## config.mk

```make
export PLATFORM = sky130hd
export DESIGN_NAME = w_writeback_grf
export DESIGN_NICKNAME = d
export VERILOG_FILES = /design/src/rtl/w_writeback_grf.sv
export SDC_FILE = /design/constraint.sdc
export NUM_CORES = 2
export LEC_CHECK = 0
export CORE_ASPECT_RATIO = 1.25
export CORE_MARGIN = 5
export CORE_UTILIZATION = 60
export CTS_CLUSTER_SIZE = 40
export DETAILED_ROUTE_END_ITERATION = 8
export GPL_TIMING_DRIVEN = 1
export PLACE_DENSITY = 0.88
export SYNTH_ARGS = -nofsm -noshare
export SYNTH_HDL_FRONTEND = slang
export SYNTH_SLANG_ARGS = --single-unit
export TNS_END_PERCENT = 50
```

## constraint.sdc

```tcl
create_clock -name clk -period 5.09 [get_ports clk]
set_input_delay 0.509 -clock clk [delete_from_list [all_inputs] [get_ports clk]]
set_output_delay 0.509 -clock clk [all_outputs]
set_load 0.03 [all_outputs]
```

## src/rtl/w_writeback_grf.sv

```systemverilog
// ============================================================================
// Module   : w_writeback_grf
// Purpose  : Writeback stage: decodes W_Instr, writes the 32x32 GRF, serves two
//            bypassed D-stage read ports and counts retired instructions.
// Revision : 1.0
// ============================================================================
`default_nettype none

module w_writeback_grf #(
    parameter int CNT_W = 32
) (
    input  logic             clk,
    input  logic             reset,
    input  logic [31:0]      W_PC,
    input  logic [31:0]      W_Instr,
    input  logic [31:0]      W_ALUresult,
    input  logic [31:0]      W_RD,
    input  logic [31:0]      W_HILOout,
    input  logic [4:0]       D_rs_addr,
    input  logic [4:0]       D_rt_addr,
    output logic [31:0]      D_rs_data,
    output logic [31:0]      D_rt_data,
    output logic             W_we,
    output logic [4:0]       W_waddr,
    output logic [31:0]      W_wdata,
    output logic [CNT_W-1:0] retire_cnt
);

    localparam logic [1:0] c_SRC_ALU  = 2'd0;
    localparam logic [1:0] c_SRC_MEM  = 2'd1;
    localparam logic [1:0] c_SRC_HILO = 2'd2;
    localparam logic [1:0] c_SRC_PC8  = 2'd3;

    logic [5:0]  w_op;
    logic [5:0]  w_funct;
    logic        w_dec_we;
    logic [4:0]  w_dec_dst;
    logic [1:0]  w_src;
    logic [31:0] w_src_data;
    logic [31:0] r_regs [0:31];
    logic [CNT_W-1:0] r_cnt;

    assign w_op    = W_Instr[31:26];
    assign w_funct = W_Instr[5:0];

    always_comb begin
        w_dec_we  = 1'b0;
        w_dec_dst = W_Instr[20:16];
        w_src     = c_SRC_ALU;
        if (w_op == 6'h00) begin
            w_dec_dst = W_Instr[15:11];
            case (w_funct)
                6'h20, 6'h21, 6'h22, 6'h23, 6'h24, 6'h25, 6'h26, 6'h27,
                6'h2A, 6'h2B, 6'h00, 6'h02, 6'h03: w_dec_we = 1'b1;
                6'h10, 6'h12: begin
                    w_dec_we = 1'b1;
                    w_src    = c_SRC_HILO;
                end
                6'h09: begin
                    w_dec_we = 1'b1;
                    w_src    = c_SRC_PC8;
                end
                default: w_dec_we = 1'b0;
            endcase
        end else begin
            case (w_op)
                6'h08, 6'h09, 6'h0A, 6'h0B, 6'h0C, 6'h0D, 6'h0E, 6'h0F:
                    w_dec_we = 1'b1;
                6'h20, 6'h21, 6'h23, 6'h24, 6'h25: begin
                    w_dec_we = 1'b1;
                    w_src    = c_SRC_MEM;
                end
                6'h03: begin
                    w_dec_we  = 1'b1;
                    w_dec_dst = 5'd31;
                    w_src     = c_SRC_PC8;
                end
                default: w_dec_we = 1'b0;
            endcase
        end
    end

    always_comb begin
        case (w_src)
            c_SRC_MEM:  w_src_data = W_RD;
            c_SRC_HILO: w_src_data = W_HILOout;
            c_SRC_PC8:  w_src_data = W_PC + 32'd8;
            default:    w_src_data = W_ALUresult;
        endcase
    end

    // Writes to $0 are squashed here so every consumer sees a clean strobe.
    assign W_we    = w_dec_we && (w_dec_dst != 5'd0);
    assign W_waddr = W_we ? w_dec_dst  : 5'd0;
    assign W_wdata = W_we ? w_src_data : 32'd0;

    always_ff @(posedge clk or negedge reset) begin
        if (!reset) begin
            for (int i = 0; i < 32; i++) begin
                r_regs[i] <= 32'd0;
            end
        end else if (W_we) begin
            r_regs[W_waddr] <= W_wdata;
        end
    end

    always_ff @(posedge clk or negedge reset) begin
        if (!reset) begin
            r_cnt <= '0;
        end else if (W_Instr != 32'd0) begin
            r_cnt <= r_cnt + 1'b1;
        end
    end

    assign retire_cnt = r_cnt;

    // Bypass bypasses the reset too: the write-side outputs are purely combinational.
    always_comb begin
        if (D_rs_addr == 5'd0) begin
            D_rs_data = 32'd0;
        end else if (W_we && (D_rs_addr == W_waddr)) begin
            D_rs_data = W_wdata;
        end else begin
            D_rs_data = r_regs[D_rs_addr];
        end
    end

    always_comb begin
        if (D_rt_addr == 5'd0) begin
            D_rt_data = 32'd0;
        end else if (W_we && (D_rt_addr == W_waddr)) begin
            D_rt_data = W_wdata;
        end else begin
            D_rt_data = r_regs[D_rt_addr];
        end
    end

endmodule

`default_nettype wire

```

# Word level (Yosys, flattened, before mapping)
# Cells that the tools add are included.
[word_totals] reg_bits=1056 latchBits=0 ramBits=0 romBits=0 in_bits=172 out_inout_bits=134 wordCells=114 memories=0
[op_classes] add_sub_neg=2 mul=0 n_div=0 magnitude_cmp=4 n_eq_ne=34 n_shift=0 mux=24 n_bitwise=3 reduce_logical=14
[op_table] cell="bitwise mux 1024 bit" n=1
[op_table] cell="binary-select mux 32 bit (select 5 bit)" n=2
[op_table] cell="2-to-1 mux 32 bit" n=10
[op_table] cell="demux 32 bit (select 5 bit)" n=1
[op_table] cell="case mux 32 bit (3 select lines)" n=1
[op_table] cell="equality test 6 bit (second input constant)" n=15
[op_table] cell="equality test 6 x 4 -> 1 bit (second input constant)" n=9
[op_table] cell="adder 32 x 1 -> 32 bit (second input constant)" n=1
[op_table] cell="adder 32 x 4 -> 32 bit (second input constant)" n=1
[op_table] cell="nonzero test 32 bit" n=1
[op_table] cell="equality test 6 x 2 -> 1 bit (second input constant)" n=3
[op_table] cell="greater-or-equal comparator 6 bit (second input constant)" n=3
[op_table] cell="NOT 5 -> 6 bit" n=3
[op_table] cell="OR reduction 16 bit" n=1
[op_table] cell="2-to-1 mux 5 bit" n=3
[op_table] cell="OR reduction 14 bit" n=1
[op_table] cell="equality test 6 x 5 -> 1 bit (second input constant)" n=2
[op_table] cell="zero test 6 bit" n=2
[op_table] cell="equality test 5 bit" n=2
[op_table] cell="zero test 5 bit" n=2
[op_table] cell="case mux 2 bit (2 select lines)" n=2
[op_table] cell="< comparator 6 x 1 -> 1 bit (second input constant)" n=1
[op_table] cell="nonzero test 5 bit" n=1
[op_table] cell="OR reduction 5 bit" n=1
[op_table] cell="6 further kinds" n=12

# Logic depth before layout (Yosys ltp)
[logic_depth] word_depth=12 mapped_depth=14 mapped_depth_nobuf=10

# Worst setup path after synthesis
# No wires, ideal clock.
[synth_timing] kind="input-to-output" from="input port W_Instr[28]" to="output port D_rs_data[12]" t_arrival_ns=3.557 t_required_ns=4.581 path_slack_ns=1.024 stages=10 n_path_buf=3 path_cell_list="nor4_4 o2111a_1 or2_2 buf_2 buf_1 nor3_1 a2111oi_2 clkbuf_1 nand2_1 mux2i_1"
[synth_between] elab_cells_between_ends=35 cone_classes="eq/ne: 18; mux: 11; reduce/logical: 6"
[synth_lines] item="from (decl)" line="15" source="input logic [31:0] W_Instr,"
[synth_lines] item="equality test 6 bit" line="66" source="case (w_op)"
[synth_lines] item="OR reduction 5 bit" line="66"
[synth_lines] item="case mux 2 bit (2 select lines)" line="66"
[synth_lines] item="2-to-1 mux 2 bit" line="50" source="if (w_op == 6'h00) begin"
[synth_lines] item="equality test 2 bit / equality test 2 x 1 -> 1 bit (equally long branches)" line="84" source="case (w_src)"
[synth_lines] item="case mux 32 bit (3 select lines)" line="84"
[synth_lines] item="2-to-1 mux 32 bit *" line="95" source="assign W_wdata = W_we ? w_src_data : 32'd0;"
[synth_lines] item="net W_wdata[12]" line="25" source="output logic [31:0] W_wdata,"
[synth_lines] item="2-to-1 mux 32 bit *" line="121" source="end else if (W_we && (D_rs_addr == W_waddr)) begin"
[synth_lines] item="2-to-1 mux 32 bit *" line="119" source="if (D_rs_addr == 5'd0) begin"
[synth_lines] item="to (decl)" line="21" source="output logic [31:0] D_rs_data,"
# The timed path passes the listed nets; every way through them passes the cells marked *.

# Worst setup path after layout
[layout_timing] from="input port W_Instr[31]" to="output port D_rs_data[6]"
[layout_between] elab_chain_len=10 elab_cells_between_ends=35 cone_classes="eq/ne: 18; mux: 11; reduce/logical: 6"
[layout_lines] item="equality test 6 x 2 -> 1 bit, or another cell as far along" line="66"
[layout_lines] item="OR reduction 14 bit (no line) / 2-to-1 mux 5 bit (equally long branches)"
[layout_lines] item="2-to-1 mux 1 bit / 2-to-1 mux 5 bit (equally long branches)" line="66, 50"
[layout_lines] item="2-to-1 mux 1 bit / nonzero test 5 bit (equally long branches)" line="50, 93"
[layout_lines] item="logical AND 1 bit" line="93" source="assign W_we = w_dec_we && (w_dec_dst != 5'd0);"
[layout_lines] item="2-to-1 mux 5 bit" line="94" source="assign W_waddr = W_we ? w_dec_dst : 5'd0;"
[layout_lines] item="equality test 5 bit" line="121"
[layout_lines] item="logical AND 1 bit" line="121"
[layout_lines] item="2-to-1 mux 32 bit *" line="121"
[layout_lines] item="2-to-1 mux 32 bit *" line="119"
# Mark *: on every way between the ends. The rest lies on a longest branch, timed or not.

==> summary.md <==
| Metric | Value |
|---|---|
| Status | `finished, final reports clean` |
| Critical Setup Path Class | `in -> out` |
| Via count | `40520` |
| Ratio of cells with drive above 1 in the final layout | `between 50% and 60%` |
| Most frequent cells in the layout | `dfrtp_1 (1056), mux2_2 (989), mux4_2 (641)` |
| Clk Latency, worst-skew pair | `roughly 0.7 ns` |
| Clk Tree Root Cell | `clkbuf_16` |
| Commonest non-fill, non-tap cell in the layout | `dfrtp_1` |
| Synth area leaders | `dfrtp_1 (45%), mux4_2 (25%), mux2_2 (19%)` |
| Global route total overflow | `0` |
| F_max | `between 150 and 200 MHz` |
| Post-CTS setup buffer count | `0` |
| Wire length per cell | `roughly 36 um` |
| I/O Buffers | `between 300 and 400` |
| # setup viols final | `0` |
| Htree depth | `3` |
| CP arrival | `4.53 ns` |
| Synth Flop Type | `dfrtp_1` |
| CTS buffer count | `between 90 and 100` |
| Largest net degree at the start of global routing | `152` |
| Final Max Tran Viols | `0` |
| Max-slew headroom | `29.43%` |
| RSZ-0062 raised after global routing | `false` |
| Critical Path End Type | `output pin` |
| IO Pins | `slightly above 300` |
| # rows | `approximately 130` |
| Max_cap viols | `0` |
| CP Max Fanout | `13` |
| Clock transition at the registers of the reported paths | `0.06 ns` |
| Area share of the largest cell type after synthesis | `around 45%` |
| Leakage | `30.67 nW` |
| Synthesis Warnings | `0` |
| Initial DRC Count | `around 5500` |
| Syn Area/Cell | `between 15 and 20 um^2` |
| Area leader, netlist | `dfrtp_1` |
| Final Hold Fails | `0` |
| Router iterations before antenna repair | `9` |
| HP Class | `reg -> reg` |
| Minimum clock period | `between 5 and 6 ns` |
| Number of synthesized flops with an enable pin | `0` |
| Power density cells | `~290 nW/um^2` |
| DIE WIDTH | `about 290 um` |
| Startpoint Class | `primary input` |
| Synth Instances | `3861` |
| DRC | `0` |
| Placer Congestion | `just over 0.9` |
| Clock Sinks | `about 1100` |
| Worst-Margin Slew | `1.059 ns` |
| First-pass GRT wire length | `~290000 um` |
| Syn-to-layout area delta | `15.50%` |
| WP data required | `4.58 ns` |
| Layout Nets | `4212` |
| Tcrit/Tclk final | `98.91%` |
| Initial Utilization | `between 60% and 70%` |
| Area of the core | `around 100000 um^2` |
| Chip height | `360.3 um` |
| FFs w/ async S/R, synth | `100.0%` |
| CTS Buffer Depth | `3` |
| Mapped Area | `around 60000 um^2` |
| Max VDD drop | `0.2913 mV` |
| Total power | `0.01942 W` |
| Cell area after layout | `a little under 70000 um^2` |
| Via density | `roughly 7.5` |
| Post-Synthesis Net Count | `approximately 4000` |
| Total track usage | `a little under two fifths` |
| Worst Skew | `0.003176 ns` |
| DIE AREA | `about 100000 um^2` |
| Sequential fraction of the synthesis area | `44.88%` |
| Vias in the first global route | `about 43000` |
| DP HPWL | `113900 um` |
| TritonCTS clock tree | `built` |
| Post-route ant nets | `0` |
| Final wirelength | `193000 um` |
| Antenna violations before repair | `10` |
| Placed Area | `about 64000 um^2` |
| Yosys cell types | `74` |
| Number of synthesized register bits | `1056` |
-- logic make-up (layout without fill, tap and decap cells) --
family / count (synthesis) / count (layout) / synth area share, %
AO/OA/AOI/OAI: 125 / 125 / 1.632
adder cells (fa/ha/maj): 2 / 2 / 0.04249
XOR/XNOR: 53 / 53 / 0.7883
other: 0 / 9 / 0
AND/OR/NAND/NOR: 391 / 391 / 3.330
multiplexers: 1773 / 1773 / 46.01
buffers and inverters: 461 / 719 / 3.325
flip-flops: 1056 / 1056 / 44.88
-- metrics by stage --
stage / hold WS, ns / TNS [ns] / worst slack, ns / utilization, % / std cells
6_report: 0.3950 / 0 / 0.05529 / 69.74 / 5428
3_3_place_gp: 0.3763 / 0 / 0.06691 / 66.10 / 5235
4_1_cts: 0.3975 / 0 / 0.01111 / 69.66 / 5418
3_5_place_dp: 0.3823 / -0.07119 / -0.07119 / 66.10 / 5235
2_1_floorplan: 0.2134 / 0 / 1.024 / - / 3861
5_1_grt: 0.4116 / 0 / 0.02879 / 69.72 / 5423
-- synth_stat cells (all sizes together), types with 6 or more instances --
cell type     n
inv          41
nor3         43
o21ai        32
dfrtp      1056
and2         10
o21a          6
or2           7
mux4        641
buf         178
a2111oi       9
mux2       1059
and3         13
o211ai        7
o22ai         6
nand4        18
o221ai        7
nand3        34
nand2b        6
or4           8
or3           8
a211oi        6
a21oi        20
xnor2        27
nor3b         8
mux2i        73
nor4         16
and4          7
clkbuf      242
nand2       128
nor2         77
xor2         26
-- flip-flops by register name (all words and copies together) (netlist names) --
| name | flops |
|---|---|
| r_regs | 1024 |
| retire_cnt | 32 |
-- power by group --
part           switching, W  internal [W]  leakage (nW)
Combinational       0.00131       0.00119          14.3
Sequential         0.000261       0.00871          14.6
Clock               0.00341       0.00455          1.68
Total               0.00498        0.0144          30.7
-- final timing paths --
| path | start | to | slack [ns] | cells after the start |
|---|---|---|---|---|
| max | W_Instr[31] | D_rs_data[6] | 0.06 | 11 |
| min | r_regs[1017]$_DFFE_PN0P_ | r_regs[1017]$_DFFE_PN0P_ | 0.39 | 0 |
| max reg2reg | retire_cnt[2]$_DFFE_PN0P_ | retire_cnt[31]$_DFFE_PN0P_ | 3.10 | 6 |
| min reg2reg | r_regs[1017]$_DFFE_PN0P_ | r_regs[1017]$_DFFE_PN0P_ | 0.39 | 0 |
| max in group asynchronous | reset | r_regs[520]$_DFFE_PN0P_ | 3.14 | 3 |
| min in group asynchronous | reset | r_regs[1019]$_DFFE_PN0P_ | 0.48 | 2 |
-- layer usage --
| metal | vias to the layer above | wire length, um | track usage [%] |
|---|---|---|---|
| li1 | 15320 | - | - |
| met1 | 20930 | 63360 | 45.01 |
| met4 | 2 | 15780 | 24.61 |
| met2 | 3343 | 87210 | 54.59 |
| met3 | 925 | 26590 | 14.06 |
| met5 | - | 14 | 0 |
-- worst max-delay path, cell delays in order --
cell and delay, ns:
clkdlybuf4s50_1 0.54, or4_1 0.70, a211oi_2 0.50, a21o_2 0.38, buf_4 0.31, a21oi_1 0.23, o22ai_2 0.52, o211ai_1 0.19
buf_4 0.21, mux2i_1 0.24, buf_12 0.16
-- cell type report --
type	instances	area (um^2)
Antenna cell	9	22.52
Clock buffer	134	2851
Clock inverter	48	603.1
Fill cell	5906	29520
Inverter	41	156.4
Multi-Input combinational cell	2344	30870
Sequential cell	1056	26430
Tap cell	1300	1627
Timing Repair Buffer	496	5463
-- what timing repair did --
action / 4_1_cts / 5_1_grt
setup endpoints to repair: 1 / 10
endpoints found under the hold margin: 84 / 0
hold buffers: 1 / 0
gates resized for setup: 1 / 9
Power figures use the tool's default switching activity.
